## src/rtl/reset_seq.sv

```systemverilog
// Staged synchronous reset sequencer for one generated clock domain.
// Waits for a stable lock, releases core reset, then peripheral reset after a gap.
// Loss of lock from RUN re-asserts both resets and bumps a saturating loss counter.
module reset_seq #(
  parameter int unsigned STABLE_CYCLES = 1024,
  parameter int unsigned HOLD_CYCLES   = 16,
  parameter int unsigned GAP_CYCLES    = 16,
  parameter int unsigned CNTW          = 8
) (
  input  logic            clk,
  input  logic            rst,
  input  logic            clk_locked,
  output logic            rst_core,
  output logic            rst_periph,
  output logic            ready,
  output logic            lock_lost,
  output logic [CNTW-1:0] loss_cnt
);

  localparam int unsigned MAX_SH = (STABLE_CYCLES > HOLD_CYCLES) ? STABLE_CYCLES : HOLD_CYCLES;
  localparam int unsigned MAXC   = (MAX_SH > GAP_CYCLES) ? MAX_SH : GAP_CYCLES;
  localparam int unsigned CW     = $clog2(MAXC + 1);

  typedef enum logic [2:0] {
    WAIT_LOCK,
    STABLE,
    HOLD,
    GAP,
    RUN
  } state_t;

  state_t          state, state_d;
  logic [CW-1:0]   cnt, cnt_d, cnt_inc;
  logic            rst_core_d, rst_periph_d, ready_d, lock_lost_d;
  logic [CNTW-1:0] loss_cnt_d;

  assign cnt_inc = cnt + CW'(1);

  // Next-state, phase counter and next output values.
  always_comb begin
    state_d      = state;
    cnt_d        = cnt;
    lock_lost_d  = 1'b0;
    loss_cnt_d   = loss_cnt;
    rst_core_d   = 1'b1;
    rst_periph_d = 1'b1;
    ready_d      = 1'b0;

    unique case (state)
      WAIT_LOCK: begin
        if (clk_locked) begin
          if (STABLE_CYCLES == 1) begin
            state_d = HOLD;
            cnt_d   = '0;
          end else begin
            state_d = STABLE;
            cnt_d   = CW'(1);
          end
        end
      end
      STABLE: begin
        if (!clk_locked) begin
          state_d = WAIT_LOCK;
          cnt_d   = '0;
        end else if (cnt_inc == CW'(STABLE_CYCLES)) begin
          state_d = HOLD;
          cnt_d   = '0;
        end else begin
          cnt_d = cnt_inc;
        end
      end
      HOLD: begin
        if (!clk_locked) begin
          state_d = WAIT_LOCK;
          cnt_d   = '0;
        end else if (cnt_inc == CW'(HOLD_CYCLES)) begin
          state_d = GAP;
          cnt_d   = '0;
        end else begin
          cnt_d = cnt_inc;
        end
      end
      GAP: begin
        if (!clk_locked) begin
          state_d = WAIT_LOCK;
          cnt_d   = '0;
        end else if (cnt_inc == CW'(GAP_CYCLES)) begin
          state_d = RUN;
          cnt_d   = '0;
        end else begin
          cnt_d = cnt_inc;
        end
      end
      RUN: begin
        if (!clk_locked) begin
          state_d     = WAIT_LOCK;
          cnt_d       = '0;
          lock_lost_d = 1'b1;
          if (loss_cnt != {CNTW{1'b1}}) begin
            loss_cnt_d = loss_cnt + CNTW'(1);
          end
        end
      end
      default: begin
        state_d = WAIT_LOCK;
        cnt_d   = '0;
      end
    endcase

    // Reset outputs follow the state being entered, so they register with it.
    if (state_d == GAP || state_d == RUN) begin
      rst_core_d = 1'b0;
    end
    if (state_d == RUN) begin
      rst_periph_d = 1'b0;
      ready_d      = 1'b1;
    end
  end

  // State, counter and registered outputs; rst has priority.
  always_ff @(posedge clk) begin
    if (rst) begin
      state      <= WAIT_LOCK;
      cnt        <= '0;
      rst_core   <= 1'b1;
      rst_periph <= 1'b1;
      ready      <= 1'b0;
      lock_lost  <= 1'b0;
      loss_cnt   <= '0;
    end else begin
      state      <= state_d;
      cnt        <= cnt_d;
      rst_core   <= rst_core_d;
      rst_periph <= rst_periph_d;
      ready      <= ready_d;
      lock_lost  <= lock_lost_d;
      loss_cnt   <= loss_cnt_d;
    end
  end

endmodule
```

## config.mk

```make
export PLATFORM = sky130hd
export DESIGN_NAME = reset_seq
export DESIGN_NICKNAME = d
export VERILOG_FILES = /design/src/rtl/reset_seq.sv
export SDC_FILE = /design/constraint.sdc
export NUM_CORES = 1
export LEC_CHECK = 0
export ABC_AREA = 0
export CAP_MARGIN = 20
export CORE_MARGIN = 1.5
export CORE_UTILIZATION = 64
export DETAILED_ROUTE_END_ITERATION = 10
export DONT_BUFFER_PORTS = 1
export PLACE_DENSITY = 0.8
export SLEW_MARGIN = 20
export SYNTH_ARGS = -nofsm -noshare
export SYNTH_HDL_FRONTEND = slang
export SYNTH_SLANG_ARGS = --single-unit
```

## constraint.sdc

```tcl
create_clock -name clk -period 4.9 [get_ports clk]
set_clock_uncertainty 0.2 [all_clocks]
set_input_delay 0.98 -clock clk [delete_from_list [all_inputs] [get_ports clk]]
set_output_delay 0.98 -clock clk [all_outputs]
set_load 0.01 [all_outputs]
```

==> qor.yml <==
worst_setup_path:
  end_kind: "register"
  crit_chain: "ha_1 > nand4_1 > or4_1 > nand3_1 > o311ai_2 > a32oi_4 > nor2_1 > a211o_1"
  cpPeakStageDelay_ps: 560
  path_max_fanout: 10
  critPathKind: "reg2reg"
  crit_arrival_ps: 2930
  cp.required_ps: 4940
  worstSetupStartpointType: "register"
  slowest_stage: "or4_1"
power:
  power.internal_uw: 302
  swShare: 0.206
  leakagePower_nw: 0.546
  power.share.clock: 0.392
  pwr-share-comb: 0.043
  p_seq_frac: 0.564
  switchingPower_uw: 78.6
  p_per_area_mw_per_mm2: 248
  max-vdd-ir-drop_uv: 187
cts:
  cts_setup_buffers: 0
  cts_resized: 0
  ctsLongestPathBuffers: 2
  cts_tree: "yes"
  h-tree-depth: 1
  path_clk_slew_ps: 150
  cts_hold_buf: 0
  cts-buffers-inserted: 3
  clk-insertion-delay-late_ps: 330
  cts_root_buf: "clkbuf_4"
  cts.sinks: 26
final_layout:
  drive_gt1_frac: 0.0805
  num_antenna_cells: 0
  areaGrowthSynthToFinish_pct: 1.75
  finalNonFillerCells: 202
  fin_nets: 180
global_routing:
  grt_pass1_vias: 1194
  antenna_found_initial: 0
  grt_max_degree: 23
  grt_usage: 0.270
  grt_pass1_wl_mm: 5.31
  overflow: 0
sta:
  rsz0062_at_grt: "false"
  worst_slew_pin_slew_ps: 502
  hold_slack_ps: 346
  setup_viol: 0
  drv_slew: 0
  layout_min_cycle_time_ps: 2890
  setup_tns_ps: 0
  fmaxAchievable_mhz: 346
  final_hold_viol_count: 0
  timing.final.ws_setup_ps: 2010
  slew_headroom: 0.662
  fin_crit_sh: 0.590
placed_design:
  dp_cells: 198
  dp_hpwl_mm: 2.26
  place.port_buffers: 0
  gp_congestion: 0.853
  dp_slack_ps: 2090
yosys:
  ys.flop_type: "dfxtp_1"
  synth_cell_types: 44
  yosys-top-cells-area: "dfxtp_1, nor2_1, a21oi_1, o21ai_0, nor3b_1"
  synth_common_cells: "dfxtp_1, nor2_1, a21oi_1"
  synth_top_area_frac: 0.346
  yosysSeqAreaShare: 0.346
  synth.most_common_cell: "dfxtp_1"
  synth_edf_count: 0
  synth_top_area_cell: "dfxtp_1"
  yosysWarnings: 0
  syn_nets: 187
  synth_area_mm2: 0.00151
  ys_ff_latch: 26
  syn_avg_cell_area_um2: 8.27
  netlist_instances: 182
  synthArstFlopShare: 0
job:
  maxCapViolCount: 0
floorplan:
  pin_count: 15
  die_w_um: 51.5
  die_height_um: 51.5
  dieArea_mm2: 0.00265
  start_util: 0.680
  rows: 17
  core_mm2: 0.00221
detailed_routing:
  drc_errors: 0
  wl_mm: 3.14
  dr.pass1.iters: 6
  wl_per_cell_um: 15.6
  via_per_inst: 6.47
  num_vias: 1307
  ant_nets: 0
  drt_iter0_drc: 66
worst_hold_path:
  hold_path_class: "reg2reg"
status:
  status: "finished, final reports clean"
-- power by group through the flow --
stage	Combinational, mW	Clock [mW]	Sequential [mW]
2_1_floorplan	0.0159	0	0.219
3_5_place_dp	0.0162	0	0.219
6_report	0.0165	0.149	0.215
5_1_grt	0.0185	0.159	0.215
4_1_cts	0.0163	0.150	0.215
3_3_place_gp	0.0158	0	0.219
-- routing by layer --
metal  wire length, um  global-route usage  vias to the layer above  share of wire
met5                 0                   0                        -              0
met2              1460               0.468                       64           0.46
met1              1420               0.330                      596           0.45
met4                54               0.114                        0          0.017
li1                  -                   -                      641              -
met3               207              0.0431                        6          0.066
-- flip-flops by register name, indices dropped and copies added, names as in the netlist --
signal / count
cnt: 11
lock_lost: 1
loss_cnt: 8
ready: 1
rst_core: 1
rst_periph: 1
state: 3
-- area by class of cell --
cell class / count / area (um^2)
well taps: 28 / 35.0
flip-flops and latches: 26 / 520
clock buffers: 3 / 22.5
clock inverters: 1 / 30.0
fillers: 178 / 681
inverters: 4 / 15.0
multi-input cells: 140 / 908
-- worst max-delay path: cells and delay by family, from the launching register on --
| family | cells | cell delay (ps) |
|---|---|---|
| flops | 1 | 450 |
| fa+ha+maj | 1 | 280 |
| compound gates | 3 | 860 |
| simple gates | 4 | 1010 |
-- cell usage in the layout (no fill, tap or decap), types with 2 or more instances in the layout --
| cell | n |
|---|---|
| a211oi_1 | 2 |
| a21o_1 | 4 |
| a21oi_1 | 11 |
| and2_1 | 4 |
| and3_1 | 3 |
| clkbuf_4 | 3 |
| dfxtp_1 | 26 |
| ha_1 | 2 |
| inv_1 | 4 |
| mux2i_1 | 2 |
| nand2_1 | 10 |
| nand2b_1 | 4 |
| nand3_1 | 7 |
| nand4_1 | 7 |
| nor2_1 | 25 |
| nor2b_1 | 2 |
| nor3_1 | 7 |
| nor3b_1 | 6 |
| nor4_1 | 3 |
| o21ai_0 | 9 |
| o31ai_1 | 2 |
| or2_2 | 2 |
| or3b_2 | 2 |
| xnor2_1 | 5 |
| xor2_1 | 5 |
-- metrics by stage --
step           total power [mW]  cell area (um^2)   util
6_report                  0.381              1530  0.692
5_1_grt                   0.393              1530  0.692
4_1_cts                   0.381              1530  0.692
3_5_place_dp              0.235              1480  0.669
3_3_place_gp              0.235              1480  0.669
2_1_floorplan             0.235              1510      -
-- kinds of logic (layout without fill, tap and decap cells) --
group                      after synthesis  in the layout  synth area share
AOI/OAI and AO/OA                       39             39             0.192
xor gates and xnor gates                10             10            0.0582
adders and majority gates                2              2            0.0166
buffers and inverters                   16              8            0.0507
DFF                                     26             26             0.346
muxes                                    2              2            0.0133
and+or+nand+nor                         87             87             0.323
-- path summary, 6_finish.rpt --
kind,from,end,slack (ps),cells after the start
max,cnt[0],cnt[5],2010,8
min,state[0],state[0],350,1
max reg2reg,cnt[0],cnt[5],2010,8
min reg2reg,state[0],state[0],350,1
Power figures use the tool's default switching activity.
==> RTL change (config.mk and constraints unchanged) <==
`STABLE_CYCLES`: 1024 -> 2048.
--- a/src/rtl/reset_seq.sv
+++ b/src/rtl/reset_seq.sv
@@ -2,7 +2,7 @@
 // Waits for a stable lock, releases core reset, then peripheral reset after a gap.
 // Loss of lock from RUN re-asserts both resets and bumps a saturating loss counter.
 module reset_seq #(
-  parameter int unsigned STABLE_CYCLES = 1024,
+  parameter int unsigned STABLE_CYCLES = 2048,
   parameter int unsigned HOLD_CYCLES   = 16,
   parameter int unsigned GAP_CYCLES    = 16,
   parameter int unsigned CNTW          = 8
Function: same outputs for any inputs over 10 cycles, from zero or initial values and one cycle with rst high; that may be too few to reach the edited logic, so the function may still have changed.
==> RTL change against the original RTL <==
- synthesized area is 3.4% lower
- core utilization is 1.0 points lower
- sequential cell count is 1 higher
- wire length is 7.1% lower
- setup slack better by 0.29 ns
- critical path depth is 1 lower
- largest cell class unchanged
- cell area is 3.3% lower
- power is 14% lower
==> RTL change: results <==
[route]
viasPerCell = 6.26
wire_per_inst_um = 14.5
firstDrtPassIters = 4
dr.first_iter.drc_count = 47

[clock_network]
clock_path_buffers = 2
cts_resized = 0
numCtsBuffers = 3
worst_skew_pair.late_latency_ns = 0.32
htree_levels = 1
cts_root_buf = clkbuf_4
post-cts-setup-buffers = 0
cts.reportedPaths.clkPinSlew_ns = 0.13

[layout]
final_cells = 201
top_regs = cnt x12, loss_cnt x8, state x3
diodes = 0
nFillCells = 195
drive_above_1_share_pct = 6.36

[min_path]
hp-class = reg2reg

[synth]
yosysSeqAreaShare_pct = 37.2
async_reset_ff_share_pct = 0
syn_nets = 181
synth_warnings = 0
synth_area_leaders = dfxtp_1 (37%), nand2_1 (5.7%), nor2_1 (4.9%)
ys_types = 46
synthFlopType = dfxtp_1
synth.avg_cell_area_sq_um = 8.26
synth_top_cells_by_count = dfxtp_1 (27), nand2_1 (22), nor2_1 (19)

[sta]
worst_pin_slew_ns = 0.490
drv_slew = 0

[place]
port_buffers = 0
place.gp.congestion = 0.919
hpwl_mm = 2.15

[power_and_ir_drop]
peakVddDrop_v = 0.000219
leakagePower_uw = 0.000512

[worst_setup_path]
slowest_delay_ns = 0.45
crit_arrival_ns = 2.62
critical-path-top-delay-family = simple AND/OR/NAND/NOR gates
crit_fanout = 8
crit_slowest_cell = dfxtp_1

[status]
status = complete, no violations

[global_route]
antenna_found_initial = 0
track_usage_pct = 25.0
grt_pass1_vias = 1120
grt_pass1_wl_mm = 4.86
grt_max_degree = 28
-- RTL change: cell types whose count changed in the layout (fill, tap and decap cells not counted), moves of 3 or more --
cell	before	now
nor2_1	25	19
a21o_1	4	0
nand3_1	7	10
nor4b_1	0	3
nand2_1	10	22
a21oi_1	11	8
xnor2_1	5	8
nand4_1	7	2
nor3b_1	6	0
o21ai_0	9	3
-- RTL change: final timing paths --
kind	from	to	slack (ns)	cells after the start
max	cnt[2]$_SDFFE_PP0P_	cnt[8]$_SDFFE_PP0P_	2.30	7
min	cnt[11]$_SDFFE_PP0P_	cnt[11]$_SDFFE_PP0P_	0.28	2
max reg2reg	cnt[2]$_SDFFE_PP0P_	cnt[8]$_SDFFE_PP0P_	2.30	7
min reg2reg	cnt[11]$_SDFFE_PP0P_	cnt[11]$_SDFFE_PP0P_	0.28	2
-- RTL change: cell families after synthesis --
group,share of synthesized area (%)
flops,37.2
fa+ha+maj,1.72
xor+xnor,7.23
simple gates,31.8
buf+inv,3.44
compound gates,16.5
mux,2.07
-- RTL change: routing by layer --
layer	wire, um	track usage, %	part of all wire [%]	vias up
met4	85	13.5	2.9	0
met2	1370	40.6	47	41
met5	0	0	0	-
met3	180	5.95	6.2	10
met1	1280	30.5	44	578
li1	-	-	-	629
-- RTL change: area by class of cell --
type	count	area share, %
clock buffer	4	1.78
inverter	4	1.01
multi-input combinational	138	58.3
sequential	27	36.5
tap	28	2.37
-- RTL change: worst reg2reg max path: stages, from the launching register on --
cell	delay, ns
dfxtp_1	0.45
nand3_1	0.17
nor3_1	0.38
mux2i_1	0.28
nand4b_2	0.25
o21ai_1	0.43
nor3_1	0.10
a211o_1	0.23
-- RTL change: per-stage QoR --
stage	setup WS, ns	utilization [%]	area, sq um	total power (uW)	hold WS [ns]
4_1_cts	2.32	68.2	1480	331	0.278
3_5_place_dp	2.16	67.0	1450	241	0.257
6_report	2.30	68.2	1480	329	0.278
2_1_floorplan	2.30	-	1450	240	0.241
5_1_grt	2.16	68.2	1480	345	0.321
3_3_place_gp	2.23	67.0	1450	240	0.260
-- RTL change: power by group --
part	internal, uW	switching [uW]
clock	31.9	60.8
sequential	221	1.61
combinational	4.78	8.72
